[src/rtl/gf_pkg.sv]
// Shared definitions for the GF(2^m) log/antilog table builder: field size,
// FSM states, lookup op-codes and the supported field degrees.
package gf_pkg;

    localparam int MMAX = 4;

    typedef enum logic [1:0] {
        IDLE,
        BUILD,
        READY,
        ERROR
    } gf_state_e;

    localparam logic OP_ANTILOG = 1'b0;
    localparam logic OP_LOG     = 1'b1;

    localparam logic [2:0] DEG_MIN = 3'd3;
    localparam logic [2:0] DEG_MAX = 3'd4;

    function automatic logic deg_legal(input logic [2:0] m);
        return (m == DEG_MIN) || (m == DEG_MAX);
    endfunction

endpackage

[src/rtl/gf_table_ram.sv]
// Small table memory: one synchronous write port, one registered read port.
module gf_table_ram #(
    parameter int AW = 4,
    parameter int DW = 4
) (
    input  logic          clk,
    input  logic          we,
    input  logic [AW-1:0] waddr,
    input  logic [DW-1:0] wdata,
    input  logic [AW-1:0] raddr,
    output logic [DW-1:0] rdata
);

    logic [DW-1:0] mem [0:(1 << AW)-1];

    // NOTE: the array has no reset; every entry is rewritten by a build before
    // lookups are accepted, so resetting it would only add logic.
    always_ff @(posedge clk) begin
        if (we) begin
            mem[waddr] <= wdata;
        end
        rdata <= mem[raddr];
    end

endmodule

[src/rtl/gf_table_builder.sv]
// Builds GF(2^m) log/antilog tables from an element stream and serves lookups.
// Optional macro GF_DUPCHK_EN adds a seen-vector that rejects repeated or out-of-field elements.
module gf_table_builder #(
    parameter int MMAX = gf_pkg::MMAX
) (
    input  logic            clk,
    input  logic            rst,
    input  logic            start,
    input  logic [2:0]      m_sel,
    input  logic            elem_valid,
    input  logic [MMAX-1:0] elem,
    input  logic            req_valid,
    input  logic            req_op,
    input  logic [MMAX-1:0] req_data,
    output logic            resp_valid,
    output logic [MMAX-1:0] resp_data,
    output logic            resp_err,
    output logic            ready,
    output logic            build_err
);

    import gf_pkg::*;

    gf_state_e       state, state_n;
    logic [2:0]      m_q;
    logic [MMAX-1:0] idx;
    logic            got_zero;
    logic            build_clr, zero_ok, store, lookup;
    logic            dup_bad;
    logic [MMAX-1:0] deg_mask, last_idx;
    logic [MMAX-1:0] log_addr, ant_addr;
    logic [MMAX-1:0] log_rdata, antilog_rdata;
    logic            resp_op_q;

    assign deg_mask = MMAX'((32'd1 << m_q) - 32'd1);
    assign last_idx = MMAX'((32'd1 << m_q) - 32'd2);

`ifdef GF_DUPCHK_EN
    logic [(1 << MMAX)-1:0] seen;

    assign dup_bad = seen[elem] || ((elem & ~deg_mask) != '0);

    always_ff @(posedge clk) begin
        if (rst || build_clr) begin
            seen <= '0;
        end else if (zero_ok || store) begin
            seen[elem] <= 1'b1;
        end
    end
`else
    assign dup_bad = 1'b0;
`endif

    // NOTE: every output of this block gets a default first, so no path
    // through the case leaves a signal unassigned and no latch is inferred.
    always_comb begin
        state_n   = state;
        build_clr = 1'b0;
        zero_ok   = 1'b0;
        store     = 1'b0;
        lookup    = 1'b0;
        if (start) begin
            if (deg_legal(m_sel)) begin
                state_n   = BUILD;
                build_clr = 1'b1;
            end else begin
                state_n = ERROR;
            end
        end else begin
            unique case (state)
                BUILD: begin
                    if (elem_valid) begin
                        if (!got_zero) begin
                            if (elem != '0) state_n = ERROR;
                            else            zero_ok = 1'b1;
                        end else if (dup_bad) begin
                            state_n = ERROR;
                        end else begin
                            store = 1'b1;
                            if (idx == last_idx) state_n = READY;
                        end
                    end
                end
                READY:   lookup = req_valid;
                default: ;
            endcase
        end
    end

    // NOTE: non-blocking assignments so every register samples pre-edge values.
    always_ff @(posedge clk) begin
        if (rst) state <= IDLE;
        else     state <= state_n;
    end

    always_ff @(posedge clk) begin
        if (rst) begin
            idx      <= '0;
            got_zero <= 1'b0;
            m_q      <= DEG_MAX;
        end else if (build_clr) begin
            idx      <= '0;
            got_zero <= 1'b0;
            m_q      <= m_sel;
        end else begin
            if (zero_ok) got_zero <= 1'b1;
            if (store)   idx      <= idx + 1'b1;
        end
    end

    // Log ignores operand bits above the degree; antilog wraps the index at the group order.
    assign log_addr = req_data & deg_mask;
    assign ant_addr = (m_q == DEG_MIN) ? MMAX'(32'(req_data) % 32'd7)
                                       : MMAX'(32'(req_data) % 32'd15);

    gf_table_ram #(.AW(MMAX), .DW(MMAX)) u_antilog (
        .clk   (clk),
        .we    (store),
        .waddr (idx),
        .wdata (elem),
        .raddr (ant_addr),
        .rdata (antilog_rdata)
    );

    gf_table_ram #(.AW(MMAX), .DW(MMAX)) u_log (
        .clk   (clk),
        .we    (store),
        .waddr (elem),
        .wdata (idx),
        .raddr (log_addr),
        .rdata (log_rdata)
    );

    always_ff @(posedge clk) begin
        if (rst) begin
            resp_valid <= 1'b0;
            resp_err   <= 1'b0;
            resp_op_q  <= OP_ANTILOG;
        end else begin
            resp_valid <= lookup;
            resp_err   <= lookup && (req_op == OP_LOG) && (log_addr == '0);
            resp_op_q  <= req_op;
        end
    end

    // The table read registers are unreset, so the data is gated by the reset-cleared strobe.
    assign resp_data = (!resp_valid || resp_err) ? '0
                     : (resp_op_q == OP_LOG) ? log_rdata : antilog_rdata;

    assign ready     = (state == READY);
    assign build_err = (state == ERROR);

endmodule
[config.mk]
export PLATFORM = sky130hd
export DESIGN_NAME = gf_table_builder
export DESIGN_NICKNAME = d
export VERILOG_FILES = /design/src/rtl/gf_pkg.sv /design/src/rtl/gf_table_ram.sv /design/src/rtl/gf_table_builder.sv
export SDC_FILE = /design/constraint.sdc
export NUM_CORES = 1
export LEC_CHECK = 0
export ABC_AREA = 1
export ABC_CLOCK_PERIOD_IN_PS = 2500
export BUFFER_PORTS_ARGS = -buffer_cell sky130_fd_sc_hd__buf_2
export CORE_UTILIZATION = 49
export CTS_CLUSTER_DIAMETER = 200
export CTS_CLUSTER_SIZE = 30
export DETAILED_ROUTE_END_ITERATION = 12
export PLACE_DENSITY = 0.65
export SLEW_MARGIN = 20
export SYNTH_ARGS = -nofsm -noshare
export SYNTH_HDL_FRONTEND = slang
export SYNTH_SLANG_ARGS = --single-unit
[constraint.sdc]
create_clock -name clk -period 2.5 [get_ports clk]
set_input_delay 0.25 -clock clk [delete_from_list [all_inputs] [get_ports clk]]
set_output_delay 0.25 -clock clk [all_outputs]
set_load 0.01 [all_outputs]
==> metrics.md <==
| Metric | Value |
|---|---|
| Status | `completed` |
| Non-Filler Instances | `877` |
| Initial antenna violation count | `0` |
| Cells after Synth | `646` |
| Leakage power | `3.05 nW` |
| Final Setup Violations | `0` |
| Fin nets | `713` |
| Core Area | `0.0133 sq mm` |
| Sink Count | `149` |
| Worst stage delay on the critical path | `0.40 ns` |
| Ys flop type | `edfxtp_1` |
| CP Class | `flop to flop` |
| Vias | `4772` |
| Hpwl dp | `10.2 mm` |
| Clock latency at the later pin of the worst-skew pair | `0.42 ns` |
| Number of hold violations in the final report | `0` |
| Placer congestion estimate | `0.950` |
| Most frequent CP cell | `nand3_1` |
| Cell Rows | `42` |
| CP delay by family, top | `simple AND/OR/NAND/NOR gates` |
| Final worst path period need | `2.34 ns` |
| Maximum clock rate | `428 MHz` |
| Max-Cap Viols | `0` |
| Power consumption | `5.78 mW` |
| Simple-Gate Fraction of Synth Area | `19.5%` |
| Die area | `0.0141 sq mm` |
| Arrival time at the worst endpoint | `2.70 ns` |
| Synthesized area | `0.00669 sq mm` |
| Global route overflow | `0` |
| Placed Instances | `845` |
| Total CTS buffers | `17` |
| Fill cells | `1070` |
| Adder-cell share of the synthesized area | `1.50%` |
| EDFF count, synth | `128` |
| Sequential-to-total area share from yosys stat | `63.8%` |
| Drt initial violations | `314` |
| CTS max path bufs | `2` |
| Synth warn | `0` |
| Buf/Inv on CP | `1` |
| DR vias/cell | `5.44` |
| Register bit total from synthesis | `149` |
| Slowest cell on the critical path | `dfxtp_1` |
| Layout Skew | `0.00632 ns` |
| Hold WC Path Type | `input port to flop` |
| Ratio of final minimum period to clock period | `93.5%` |
| Share of post-route cells with drive strength above 1 | `13.7%` |
| Slew Limit Fails | `0` |
| Drt pass-1 iters | `5` |
| Xor and xnor area share after synthesis | `0.767%` |
| First-pass GRT wire length | `23.4 mm` |
| Ports | `25` |
| Slew @ Worst Pin | `0.954 ns` |
| Crit path max fanout | `10` |
| H-Tree Level Count | `4` |
| Antenna Cells | `0` |
| Drt wl/cell | `17.2 um` |
| CP Capture Type | `flop` |
| Worst rel slew slack | `36.3%` |
| Worst vdd ir | `0.000309 V` |
| Mapped Nets | `671` |
| Startpoint Class | `flop` |
| # DRC | `0` |
| TritonCTS clock tree | `built` |
| DRT Wirelength | `15.0 mm` |
| Maximum number of pins on one net before global-route repair | `34` |
| Syn avg cell area | `10.4 sq um` |
| WP data required | `2.86 ns` |
| Clock-pin slew on the worst setup and hold paths | `0.06 ns` |
| Buffers on Ports | `24` |
| Die height | `119 um` |
| CTS root buffer | `clkbuf_16` |
| Remaining antenna violation count | `0` |
| Multiplexer share of the synthesized area | `0%` |
| Gr usage total | `22.5%` |
| Power Density | `748 mW/mm^2` |
| Synthesis-to-layout area growth | `15.6%` |
| Starting Density | `50.3%` |
| Largest family of logic cells by synthesized area | `simple AND/OR/NAND/NOR gates` |
| Die width | `119 um` |
| Vias in the first global route | `4517` |
| CP Cell Sequence | `nand3_2 -> nor2_4 -> nand2_4 -> xor2_4 -> ha_4 -> nand4_4 -> nand2_4 -> nand2_4 -> buf_4 -> nand3_1 -> nand3_1 -> nand3_1 -> nand3_1 -> nand2_1` |
| Ys async rst share | `0%` |
| Compound-cell area share of the yosys netlist | `6.90%` |
| Cell variety after synth | `33` |
worst min-delay path, cell delays in order:
cell    delay, ns
buf_2        0.11
inv_1        0.04
nor2_1       0.03
layout make-up:
type	count	area [sq um]	share of cell area, %
Timing Repair Buffer	40	240	3.11
Multi-Input combinational cell	372	1960	25.4
Sequential cell	149	4270	55.2
Tap cell	176	220	2.85
Inverter	108	408	5.28
Clock buffer	20	457	5.91
Clock inverter	12	178	2.30
cell usage in the layout (no fill, tap or decap), drive strengths merged, types with 2 or more instances in the layout:
cell and instances:
nand4 4, o22ai 8, nor2 84, xor2 3, edfxtp 128, o211ai 9, ha 8, nor4 2
a211oi 2, xnor2 2, buf 40, dfxtp 21, bufinv 4, clkbuf 20, clkinv 5, o221ai 8
a21oi 11, o21ai 40, inv 108, clkinvlp 3, nand2 99, nand3 90
sequential cells by signal, summed over array words and instances, names as in the netlist:
signal,count
u_log.mem,64
resp_err,1
got_zero,1
idx,4
m_q,3
u_antilog.rdata,4
u_antilog.mem,64
state,2
u_log.rdata,4
resp_op_q,1
resp_valid,1
synth_stat cells, types with 3 or more instances:
master	n	area, sq um
nand2_1	89	334
a21oi_1	10	50.1
nor2_1	83	312
dfxtp_1	21	420
clkbuf_1	10	37.5
nand2_4	8	90.1
buf_6	4	45.0
o221ai_1	8	70.1
o22ai_1	8	50.1
edfxtp_1	128	3840
nand3_1	85	425
ha_1	8	100
inv_2	3	11.3
o211ai_1	9	67.6
nand3_2	5	50.1
o21ai_0	38	190
nand4_1	3	18.8
inv_1	104	390
timing repair:
item | 4_1_cts | 5_1_grt
setup buffers | 0 | 0
setup endpoints to repair | 0 | 4
hold buffers | 0 | 0
gates resized for setup | 0 | 8
layer usage:
| metal | global-route usage, % | share of wire [%] | vias to the layer above |
|---|---|---|---|
| met2 | 35.0 | 47 | 190 |
| met1 | 31.9 | 46 | 2293 |
| met3 | 4.12 | 6.6 | 19 |
| li1 | - | - | 2270 |
| met5 | 0 | 0 | - |
| met4 | 7.44 | 1.1 | 0 |
cell families (layout without fill, tap and decap cells):
kind of cell / Yosys count / after routing
AO/OA/AOI/OAI: 78 / 78
flip-flops: 149 / 149
AND/OR/NAND/NOR: 281 / 281
buffers and inverters: 125 / 180
XOR/XNOR: 5 / 5
adder cells (fa/ha/maj): 8 / 8
report_power, final:
| part | switching [mW] | total, mW | internal, mW |
|---|---|---|---|
| combinational | 0.246 | 0.359 | 0.113 |
| sequential | 0.0155 | 2.72 | 2.70 |
| clock | 0.984 | 2.70 | 1.72 |
| total | 1.25 | 5.78 | 4.54 |
stage by stage:
stage | cell area (sq um) | hold WS (ns) | utilization [%] | setup WS (ns) | TNS, ns
floorplan | 6690 | 0.321 | - | 0.365 | 0
global placement | 7050 | 0.486 | 53.0 | 0.171 | 0
detailed placement | 7050 | 0.487 | 53.0 | 0.0361 | 0
CTS | 7680 | 0.0460 | 57.8 | 0.0438 | 0
global route | 7730 | 0.0769 | 58.1 | -0.00672 | -0.00672
finish | 7730 | 0.0557 | 58.1 | 0.163 | 0
worst paths after layout:
check | slack (ns) | end | from | depth (start not counted)
min | 0.06 | resp_op_q | req_op | 3
min reg2reg | 0.51 | got_zero | got_zero | 2
max | 0.16 | u_antilog.rdata[2] | m_q[1] | 14
max reg2reg | 0.16 | u_antilog.rdata[2] | m_q[1] | 14
(Power assumes the default switching activity.)
